[src/rtl/serial_in_port_pkg.sv]
// Shared definitions for the serial input port: RX FSM state encoding,
// default divider/FIFO sizing and the even-parity helper used by 8E1 frames.
package serial_in_port_pkg;

    localparam int unsigned SIN_BAUD_DIV = 16;
    localparam int unsigned SIN_FIFO_AW  = 3;

    typedef enum logic [2:0] {
        SIN_ST_IDLE   = 3'd0,
        SIN_ST_START  = 3'd1,
        SIN_ST_DATA   = 3'd2,
        SIN_ST_PARITY = 3'd3,
        SIN_ST_STOP   = 3'd4
    } sin_state_t;

    // Parity bit that makes the total count of ones in data+parity even.
    function automatic logic even_parity(input logic [7:0] d);
        return ^d;
    endfunction

endpackage

[src/rtl/serial_in_port_if.sv]
// Serial line plus CPU INP/FGI handshake bundle of the serial input port.
// master = the port itself, slave = the CPU/line side.
interface serial_in_port_if;
    logic       uart_rxd;
    logic       fgi;
    logic       fgi_bsy;
    logic [7:0] inpr;
    logic       rx_err;
    logic       rx_ovf;

    modport master (
        input  uart_rxd,
        input  fgi,
        output fgi_bsy,
        output inpr,
        output rx_err,
        output rx_ovf
    );

    modport slave (
        output uart_rxd,
        output fgi,
        input  fgi_bsy,
        input  inpr,
        input  rx_err,
        input  rx_ovf
    );
endinterface

[src/rtl/serial_in_fifo.sv]
// Synchronous byte FIFO with wrap-bit pointers and first-word fall-through
// output. A push while full is honoured only when a pop happens in the same cycle.
module serial_in_fifo
    import serial_in_port_pkg::*;
#(
    parameter int unsigned FIFO_AW = SIN_FIFO_AW
) (
    input  logic       clk,
    input  logic       rst,
    input  logic       push,
    input  logic [7:0] din,
    input  logic       pop,
    output logic [7:0] dout,
    output logic       full,
    output logic       empty
);

    localparam int unsigned DEPTH = 1 << FIFO_AW;

    logic [7:0]       mem [DEPTH];
    logic [FIFO_AW:0] wr_ptr;
    logic [FIFO_AW:0] rd_ptr;
    logic             wr_en;
    logic             rd_en;

    assign empty = (wr_ptr == rd_ptr);
    assign full  = (wr_ptr[FIFO_AW] != rd_ptr[FIFO_AW]) &&
                   (wr_ptr[FIFO_AW-1:0] == rd_ptr[FIFO_AW-1:0]);
    assign wr_en = push && (!full || pop);
    assign rd_en = pop && !empty;
    assign dout  = mem[rd_ptr[FIFO_AW-1:0]];

    // Storage array; contents are don't-care once the pointers are reset.
    always_ff @(posedge clk) begin
        if (wr_en) begin
            mem[wr_ptr[FIFO_AW-1:0]] <= din;
        end
    end

    // Read/write pointer advance.
    always_ff @(posedge clk or posedge rst) begin
        if (rst) begin
            wr_ptr <= '0;
            rd_ptr <= '0;
        end else begin
            if (wr_en) wr_ptr <= wr_ptr + 1'b1;
            if (rd_en) rd_ptr <= rd_ptr + 1'b1;
        end
    end

endmodule

[src/rtl/serial_in_port.sv]
// Serial input port: 8N1 UART receiver feeding a byte FIFO, drained one byte
// at a time into the CPU input register with the FGI set-strobe handshake.
// Define SERIAL_IN_PARITY_EN to receive 8E1 frames (adds the PARITY state).
module serial_in_port
    import serial_in_port_pkg::*;
#(
    parameter int unsigned BAUD_DIV = SIN_BAUD_DIV,
    parameter int unsigned FIFO_AW  = SIN_FIFO_AW
) (
    input  logic             clk,
    input  logic             rst,
    serial_in_port_if.master bus
);

    localparam int unsigned     CNT_W    = $clog2(BAUD_DIV);
    localparam logic [CNT_W-1:0] CNT_FULL = CNT_W'(BAUD_DIV - 1);
    localparam logic [CNT_W-1:0] CNT_HALF = CNT_W'(BAUD_DIV / 2 - 1);

    sin_state_t       state, state_nxt;
    logic             rxd_m, rxd_s, rxd_q;
    logic             fall;
    logic [CNT_W-1:0] cnt;
    logic             tick;
    logic [2:0]       bit_idx;
    logic [7:0]       shreg;
    logic             byte_done, err_set, ovf_set;
    logic             fifo_full, fifo_empty;
    logic [7:0]       fifo_dout;
    logic             deliver;
    logic             wait_ack;
    logic             fgi_bsy_r;
    logic [7:0]       inpr_r;
    logic             rx_err_r, rx_ovf_r;
`ifdef SERIAL_IN_PARITY_EN
    logic             par_bad;
`endif

    assign fall    = rxd_q & ~rxd_s;
    assign tick    = (cnt == '0);
    assign deliver = !fifo_empty && !bus.fgi && !wait_ack;
    assign ovf_set = byte_done && fifo_full && !deliver;

    // Two-stage synchroniser plus one delayed copy for edge detection.
    always_ff @(posedge clk or posedge rst) begin
        if (rst) begin
            rxd_m <= 1'b1;
            rxd_s <= 1'b1;
            rxd_q <= 1'b1;
        end else begin
            rxd_m <= bus.uart_rxd;
            rxd_s <= rxd_m;
            rxd_q <= rxd_s;
        end
    end

    // RX FSM state register.
    always_ff @(posedge clk or posedge rst) begin
        if (rst) state <= SIN_ST_IDLE;
        else     state <= state_nxt;
    end

    // RX FSM next-state logic.
    always_comb begin
        state_nxt = state;
        case (state)
            SIN_ST_IDLE:  if (fall) state_nxt = SIN_ST_START;
            SIN_ST_START: if (tick) state_nxt = rxd_s ? SIN_ST_IDLE : SIN_ST_DATA;
            SIN_ST_DATA:  if (tick && bit_idx == 3'd7) begin
`ifdef SERIAL_IN_PARITY_EN
                state_nxt = SIN_ST_PARITY;
`else
                state_nxt = SIN_ST_STOP;
`endif
            end
`ifdef SERIAL_IN_PARITY_EN
            SIN_ST_PARITY: if (tick) state_nxt = SIN_ST_STOP;
`endif
            SIN_ST_STOP:  if (tick) state_nxt = SIN_ST_IDLE;
            default:      state_nxt = SIN_ST_IDLE;
        endcase
    end

    // RX FSM outputs: byte completion and error strobes on the sample cycle.
    always_comb begin
        byte_done = 1'b0;
        err_set   = 1'b0;
        if (tick) begin
            case (state)
`ifdef SERIAL_IN_PARITY_EN
                SIN_ST_PARITY: err_set = (rxd_s != even_parity(shreg));
                SIN_ST_STOP: begin
                    byte_done = rxd_s && !par_bad;
                    err_set   = !rxd_s;
                end
`else
                SIN_ST_STOP: begin
                    byte_done = rxd_s;
                    err_set   = !rxd_s;
                end
`endif
                default: ;
            endcase
        end
    end

    // Bit-period divider, bit index and shift register. The divider is held
    // at the half-bit reload while idle, so it restarts on every start edge.
    always_ff @(posedge clk or posedge rst) begin
        if (rst) begin
            cnt     <= CNT_HALF;
            bit_idx <= '0;
            shreg   <= '0;
        end else begin
            if (state == SIN_ST_IDLE) cnt <= CNT_HALF;
            else if (tick)            cnt <= CNT_FULL;
            else                      cnt <= cnt - 1'b1;
            if (state == SIN_ST_START) bit_idx <= '0;
            else if (state == SIN_ST_DATA && tick) bit_idx <= bit_idx + 3'd1;
            if (state == SIN_ST_DATA && tick) shreg <= {rxd_s, shreg[7:1]};
        end
    end

`ifdef SERIAL_IN_PARITY_EN
    // Remember a parity mismatch until the stop bit decides the byte's fate.
    always_ff @(posedge clk or posedge rst) begin
        if (rst)                                 par_bad <= 1'b0;
        else if (state == SIN_ST_IDLE)           par_bad <= 1'b0;
        else if (state == SIN_ST_PARITY && tick) par_bad <= (rxd_s != even_parity(shreg));
    end
`endif

    // Sticky error flags.
    always_ff @(posedge clk or posedge rst) begin
        if (rst) begin
            rx_err_r <= 1'b0;
            rx_ovf_r <= 1'b0;
        end else begin
            if (err_set) rx_err_r <= 1'b1;
            if (ovf_set) rx_ovf_r <= 1'b1;
        end
    end

    // CPU handshake: pop into inpr with a one-cycle low strobe, then wait for
    // FGI to be seen set before another delivery may start.
    always_ff @(posedge clk or posedge rst) begin
        if (rst) begin
            fgi_bsy_r <= 1'b1;
            inpr_r    <= '0;
            wait_ack  <= 1'b0;
        end else begin
            fgi_bsy_r <= !deliver;
            if (deliver) begin
                inpr_r   <= fifo_dout;
                wait_ack <= 1'b1;
            end else if (bus.fgi) begin
                wait_ack <= 1'b0;
            end
        end
    end

    serial_in_fifo #(
        .FIFO_AW(FIFO_AW)
    ) u_fifo (
        .clk  (clk),
        .rst  (rst),
        .push (byte_done),
        .din  (shreg),
        .pop  (deliver),
        .dout (fifo_dout),
        .full (fifo_full),
        .empty(fifo_empty)
    );

    assign bus.fgi_bsy = fgi_bsy_r;
    assign bus.inpr    = inpr_r;
    assign bus.rx_err  = rx_err_r;
    assign bus.rx_ovf  = rx_ovf_r;

endmodule

[src/flat_wrapper.sv]
// flat-port wrapper written by rule: the top's interface ports become plain ports
module serial_in_port_flat import serial_in_port_pkg::*;
#(
    parameter int unsigned BAUD_DIV = SIN_BAUD_DIV,
    parameter int unsigned FIFO_AW  = SIN_FIFO_AW
)
  (clk, rst, bus_uart_rxd, bus_fgi, bus_fgi_bsy, bus_inpr, bus_rx_err, bus_rx_ovf);
  serial_in_port_if bus_i ();
  input  logic clk;
  input  logic rst;
  input wire logic [$bits(bus_i.uart_rxd)-1:0] bus_uart_rxd;
  input wire logic [$bits(bus_i.fgi)-1:0] bus_fgi;
  output wire logic [$bits(bus_i.fgi_bsy)-1:0] bus_fgi_bsy;
  output wire logic [$bits(bus_i.inpr)-1:0] bus_inpr;
  output wire logic [$bits(bus_i.rx_err)-1:0] bus_rx_err;
  output wire logic [$bits(bus_i.rx_ovf)-1:0] bus_rx_ovf;
  assign bus_i.uart_rxd = bus_uart_rxd;
  assign bus_i.fgi = bus_fgi;
  assign bus_fgi_bsy = bus_i.fgi_bsy;
  assign bus_inpr = bus_i.inpr;
  assign bus_rx_err = bus_i.rx_err;
  assign bus_rx_ovf = bus_i.rx_ovf;
  serial_in_port #(.BAUD_DIV(BAUD_DIV), .FIFO_AW(FIFO_AW)) u_core (.clk(clk), .rst(rst), .bus(bus_i));
endmodule
[config.mk]
export PLATFORM = sky130hd
export DESIGN_NAME = serial_in_port_flat
export DESIGN_NICKNAME = d
export VERILOG_FILES = /design/src/rtl/serial_in_port_pkg.sv /design/src/rtl/serial_in_port_if.sv /design/src/rtl/serial_in_fifo.sv /design/src/rtl/serial_in_port.sv /design/src/flat_wrapper.sv
export SDC_FILE = /design/constraint.sdc
export NUM_CORES = 1
export LEC_CHECK = 0
export BUFFER_PORTS_ARGS = -buffer_cell sky130_fd_sc_hd__buf_2
export CAP_MARGIN = 20
export CORE_UTILIZATION = 44
export CTS_BUF_LIST = sky130_fd_sc_hd__clkbuf_4 sky130_fd_sc_hd__clkbuf_8
export CTS_CLUSTER_DIAMETER = 60
export DETAILED_ROUTE_END_ITERATION = 16
export HOLD_SLACK_MARGIN = 0.12
export MAX_ROUTING_LAYER = met4
export SYNTH_ARGS = -nofsm -noshare
export SYNTH_HDL_FRONTEND = slang
export SYNTH_SLANG_ARGS = --single-unit
[constraint.sdc]
create_clock -name clk -period 4.4 [get_ports clk]
set_input_delay 0.66 -clock clk [delete_from_list [all_inputs] [get_ports clk]]
set_output_delay 0.66 -clock clk [all_outputs]
set_load 0.01 [all_outputs]
Word level (Yosys, flattened, before mapping) --
Memory sizes are Yosys's and may differ from the RTL's. A register that Yosys moved wholly into a read port is not among the register bits. Index checks and enable logic that the tools add are counted. Widths: inputs -> output; s select.
Word-level totals: bits in latches 0, memory bits (writable) 64, word-level logic and storage cells 70, memories 1, bits in registers 33, output and inout bits 11, bits of input ports 4, bits in read-only memories 0
Memory list:
- u_core.u_fifo.mem | words 8, bits a word 8, rd ports 1, clocked after memory_dff 1, write ports 1, line serial_in_fifo.sv:20 | logic [7:0] mem [DEPTH];
Operators by class: add/sub/neg operators 4, div/mod/pow operators 0, equal/unequal tests 11, order comparisons 0, shift-type cells 0, bitwise operators 2, mux-type cells 18, reductions and logical operators 21, multiply operators 0
Operators by type and width (count):
- $mux 3 | 6
- $pmux 3 s4 | 1
- $logic_and 1x1->1 | 9
- $add 4x1->4 const B | 2
- $mux 1 | 8
- $mux 4 | 2
- $ne 2x1->1 const B | 4
- $eq 3x3->1 const B | 2
- $logic_not 1->1 | 6
- $eq 4x4->1 | 1
- $logic_not 4->1 | 1
- $reduce_and 4->1 | 1
- $reduce_bool 2->1 | 2
- $sub 4x1->4 const B | 1
- $add 3x1->3 const B | 1
- $eq 3x1->1 const B | 1
- $eq 3x2->1 const B | 1
- $eq 3x3->1 | 1
- $logic_not 3->1 | 1
- $mux 2 | 1
- $and 1x1->1 | 1
- $logic_or 1x1->1 | 1
- $ne 1x1->1 | 1
- $not 1->1 | 1

Logic depth before layout (Yosys ltp) --
word-level depth 8, gate-level depth with buffers 7, gate-level depth less buffers 6

Hierarchy --
A second synthesis with hierarchy kept.
Second synthesis, totals: cell total of the unflattened synthesis 267, area total of the unflattened synthesis 4369.2 sq um
By module, submodules not included:
- serial_in_fifo | area each 2987.9 sq um, times used 1, sequential area each 2122.0 sq um, cells an instance 152
- serial_in_port | area each 1381.3 sq um, times used 1, sequential area each 834.6 sq um, cells an instance 115

Worst setup path after synthesis --
No wires, ideal clock.
kind register to register, from register u_core.cnt[0], to memory u_core.u_fifo.mem[0][0], enable pin, stages on the path, launching flop included 7, period minus slack after synthesis 2501 ps, required time 4005 ps, arrival time 2107 ps, slack 1899 ps, setup time 395 ps, buffers on the path 0, cell sequence dfstp_2 inv_1 ha_1 nor3b_1 and3_1 o21ai_2 nor4_1
On the way: word-level cells in the longest chain between the ends 5
Ends and longest elaborated chain:
- from (decl) | line serial_in_port.sv:22 | logic [CNT_W-1:0] cnt;
- from (signal assigned) | line serial_in_port.sv:116 | else cnt <= cnt - 1'b1;
- $logic_not 4->1 | line serial_in_port.sv:39 | assign tick = (cnt == '0);
- $mux 1 | line serial_in_port.sv:87 | if (tick) begin
- $logic_and 1x1->1 | line serial_in_fifo.sv:29 | assign wr_en = push && (!full || pop);
- $mux 1 | line serial_in_fifo.sv:35 | if (wr_en) begin
- $mux 1 (not written as such) | line serial_in_fifo.sv:36 | mem[wr_ptr[FIFO_AW-1:0]] <= din;
- to (decl) | line serial_in_fifo.sv:20
Every way passes these cells.

Worst setup path in the final report --
from register u_core.cnt[0], to memory u_core.u_fifo.mem[1][5], enable pin
Same word-level chain as after synthesis.

==> results_dict.tcl <==
set metrics [dict create \
    clk_pin_slew_ns 0.10 \
    async_flop_share_pct 39.0 \
    synthSimpleGateAreaFrac_pct 5.79 \
    h-tree-depth 3 \
    antenna_left 0 \
    hold_path_class "in2async" \
    start_util_pct 45.6 \
    grt_antenna_before_repair 0 \
    die_w_um 99.9 \
    wl_per_cell_um 15.4 \
    grt_pass1_vias 1991 \
    grt_max_degree 32 \
    fin_ws_ns 1.72 \
    synthAdderAreaFrac_pct 1.49 \
    worst_setup_path_end_kind "flip-flop" \
    cp-startpoint "u_core.cnt[0]$_DFF_PP1_" \
    grt_pass1_wl_um 10700 \
    seq_area_frac_synth_pct 70.2 \
    ff2ff_path_depth 6 \
    grt_setup_unrepaired "no" \
    die_y_um 99.9 \
    max_slew.worst_pin.slew_ns 1.02 \
    synth_area_leaders "edfxtp_1 46%, dfrtp_1 20%, mux4_2 8.6%" \
    synth_top_area_cell "edfxtp_1" \
    synth_top_area_share_pct 45.6 \
    core_sq_mm 0.00924 \
    leakage_nw 1.76 \
    yosysWarnings 0 \
    drtIter0Drc 116 \
    peakVddDrop_uv 170 \
    preCtsSetupSlack_ns 1.67 \
    period_minus_slack_ns 2.68 \
    first_pass_iters 4 \
    power_density_mw_per_mm2 456 \
    grt_use_total_pct 14.8 \
    layout-drive-gt1-share_pct 27.0 \
    rr_startpoint "u_core.cnt[0]$_DFF_PP1_" \
    num_antenna_cells 0 \
    met2_usage_pct 21.8 \
    cts_buffer_depth 2 \
    synth_top_family_by_area "multiplexers" \
    postCtsSetupBuffers 0 \
    slew-limit-headroom_pct 31.6 \
    num_rows 35 \
    synth_edf_count 64 \
    syn_nets 260 \
    final_nets 278 \
    met3_usage_pct 3.76 \
    synth-xor-area-share_pct 2.49 \
    post-dp-hpwl_um 4200 \
    critPathRequiredTime_ns 4.38 \
    syn-cell-area_sq_mm 0.00421 \
    cp_data_arrival_time_ns 2.66 \
    grt-ovfl-total 0 \
    io-pin-count 15 \
    final_cell_mix "64 x edfxtp_1, 34 x dfrtp_1, 16 x mux4_2, 14 x buf_2, 12 x nand2_1" \
    synth_compound_area_share_pct 4.51 \
    synth-main-ff-cell "edfxtp_1" \
    cts_resized 0 \
    status "finished, final reports clean" \
    busiest_layer "met2" \
    routed_wl_um 6230 \
    drc_errors 0 \
    critical_path.max_fanout 8 \
    ctsHoldBuffers 0 \
    avgViaCountPerCell 5.02 \
    layout_commonest_cell "edfxtp_1" \
    timing.rr.end "u_core.u_fifo.mem[1][5]$_DFFE_PP_" \
    synthMuxAreaShare_pct 13.4 \
    whs_ns 0.203 \
    period_share_pct 60.9 \
    slew_violations 0 \
    port_buffers 14 \
    skew_ns 0.0113 \
    synthCells 251 \
    synth_cell_types 41 \
    cp-start-kind "flip-flop" \
    insertion_delay_ns 0.36 \
    cts_root_buf "clkbuf_8" \
    die-area_sq_mm 0.00997 \
    vias 2024 \
    tns_ns 0 \
    worst-setup-path-type "reg2reg" \
    area_growth_pct 9.15 \
    cts_buffers 9 \
    max_freq_ghz 0.373 \
    final_hold_viol_count 0 \
    met1_usage_pct 20.0 \
    cts_tree "done" \
    synthesis.area_per_instance_sq_um 16.8 \
    r2r_slack_ns 1.72 \
    power_mw 2.10 \
    drv_cap 0 \
    cts.sinks 105 \
    ys_ff_latch 105 \
    gp_congestion 0.725 \
    setup_viol 0 \
]
[metrics by stage]
stage	instances	util (%)	area, sq um
4_1_cts	401	49.6	4580
3_5_place_dp	385	47.7	4410
6_report	403	49.8	4600
2_1_floorplan	251	-	4210
3_3_place_gp	385	47.7	4410
5_1_grt	403	49.8	4600
[metal layers]
metal  vias up  routed length, um
met5         -                  0
met4         0                 75
met3         5                178
met2        26               2990
met1      1007               2980
li1        986                  -
[cell families (layout without fill, tap and decap cells)]
logic type / after synthesis / after routing
AO/OA/AOI/OAI: 28 / 28
XOR/XNOR: 12 / 12
adder cells (fa/ha/maj): 5 / 5
buffers and inverters: 19 / 42
flip-flops: 105 / 105
multiplexers: 35 / 35
AND/OR/NAND/NOR: 47 / 47
[sequential cells by signal (all words and copies together), names as in the netlist]
signal and cells:
u_core.u_fifo.rd_ptr 4, u_core.wait_ack 1, u_core.state 3, u_core.rxd_q 1, u_core.bus.rx_err 1, u_core.cnt 4, u_core.rxd_s 1, u_core.u_fifo.wr_ptr 4
u_core.u_fifo.mem 64, u_core.bus.inpr 8, u_core.rxd_m 1, u_core.bit_idx 3, u_core.shreg 8, u_core.bus.rx_ovf 1, u_core.bus.fgi_bsy 1
[synth_stat cells, types with 2 or more instances]
cell        n
a21oi_1     3
a21o_1      2
buf_4       2
edfxtp_1   64
nand3_1     5
nor2_1     10
inv_1       6
a22oi_1     3
mux2_2     10
mux4_2     16
nor3b_1     2
o211ai_1    3
buf_2       3
dfstp_2     7
clkbuf_1    5
nand2b_1    2
or2_2       2
nand2_1    12
mux2i_1     9
xor2_1      3
o2bb2ai_1   3
dfrtp_1    34
xnor2_1     9
ha_1        5
o21ai_0     8
nor3_1      7
and3_1      2
[worst max-delay path by stage]
stage,cells past startpoint,end
2_1_floorplan,6,u_core.u_fifo.mem[0][0]$_DFFE_PP_
3_3_place_gp,6,u_core.u_fifo.mem[3][4]$_DFFE_PP_
3_5_place_dp,6,u_core.u_fifo.mem[3][4]$_DFFE_PP_
4_1_cts,6,u_core.u_fifo.mem[3][2]$_DFFE_PP_
5_1_grt,6,u_core.u_fifo.mem[4][7]$_DFFE_PP_
6_report,6,u_core.u_fifo.mem[1][5]$_DFFE_PP_
[final cells by class]
class / count / area [sq um]
Sequential cell: 105 / 2960
Clock buffer: 9 / 124
Timing Repair Buffer: 20 / 115
Fill cell: 764 / 4640
Multi-Input combinational cell: 127 / 1160
Inverter: 6 / 22.5
Tap cell: 129 / 161
Clock inverter: 7 / 53.8
[report_power, final]
| group | internal [mW] | switching [mW] |
|---|---|---|
| Combinational | 0.175 | 0.199 |
| Sequential | 1.11 | 0.0741 |
| Clock | 0.211 | 0.325 |
[worst max-delay path, stage by stage, from the launching register on]
cell and delay [ns]:
dfstp_2 0.39, inv_1 0.06, ha_1 0.21, nor3b_1 0.32, and3_1 0.34, o21ai_2 0.15
nor3_1 0.84
Power figures use the tool's default switching activity.
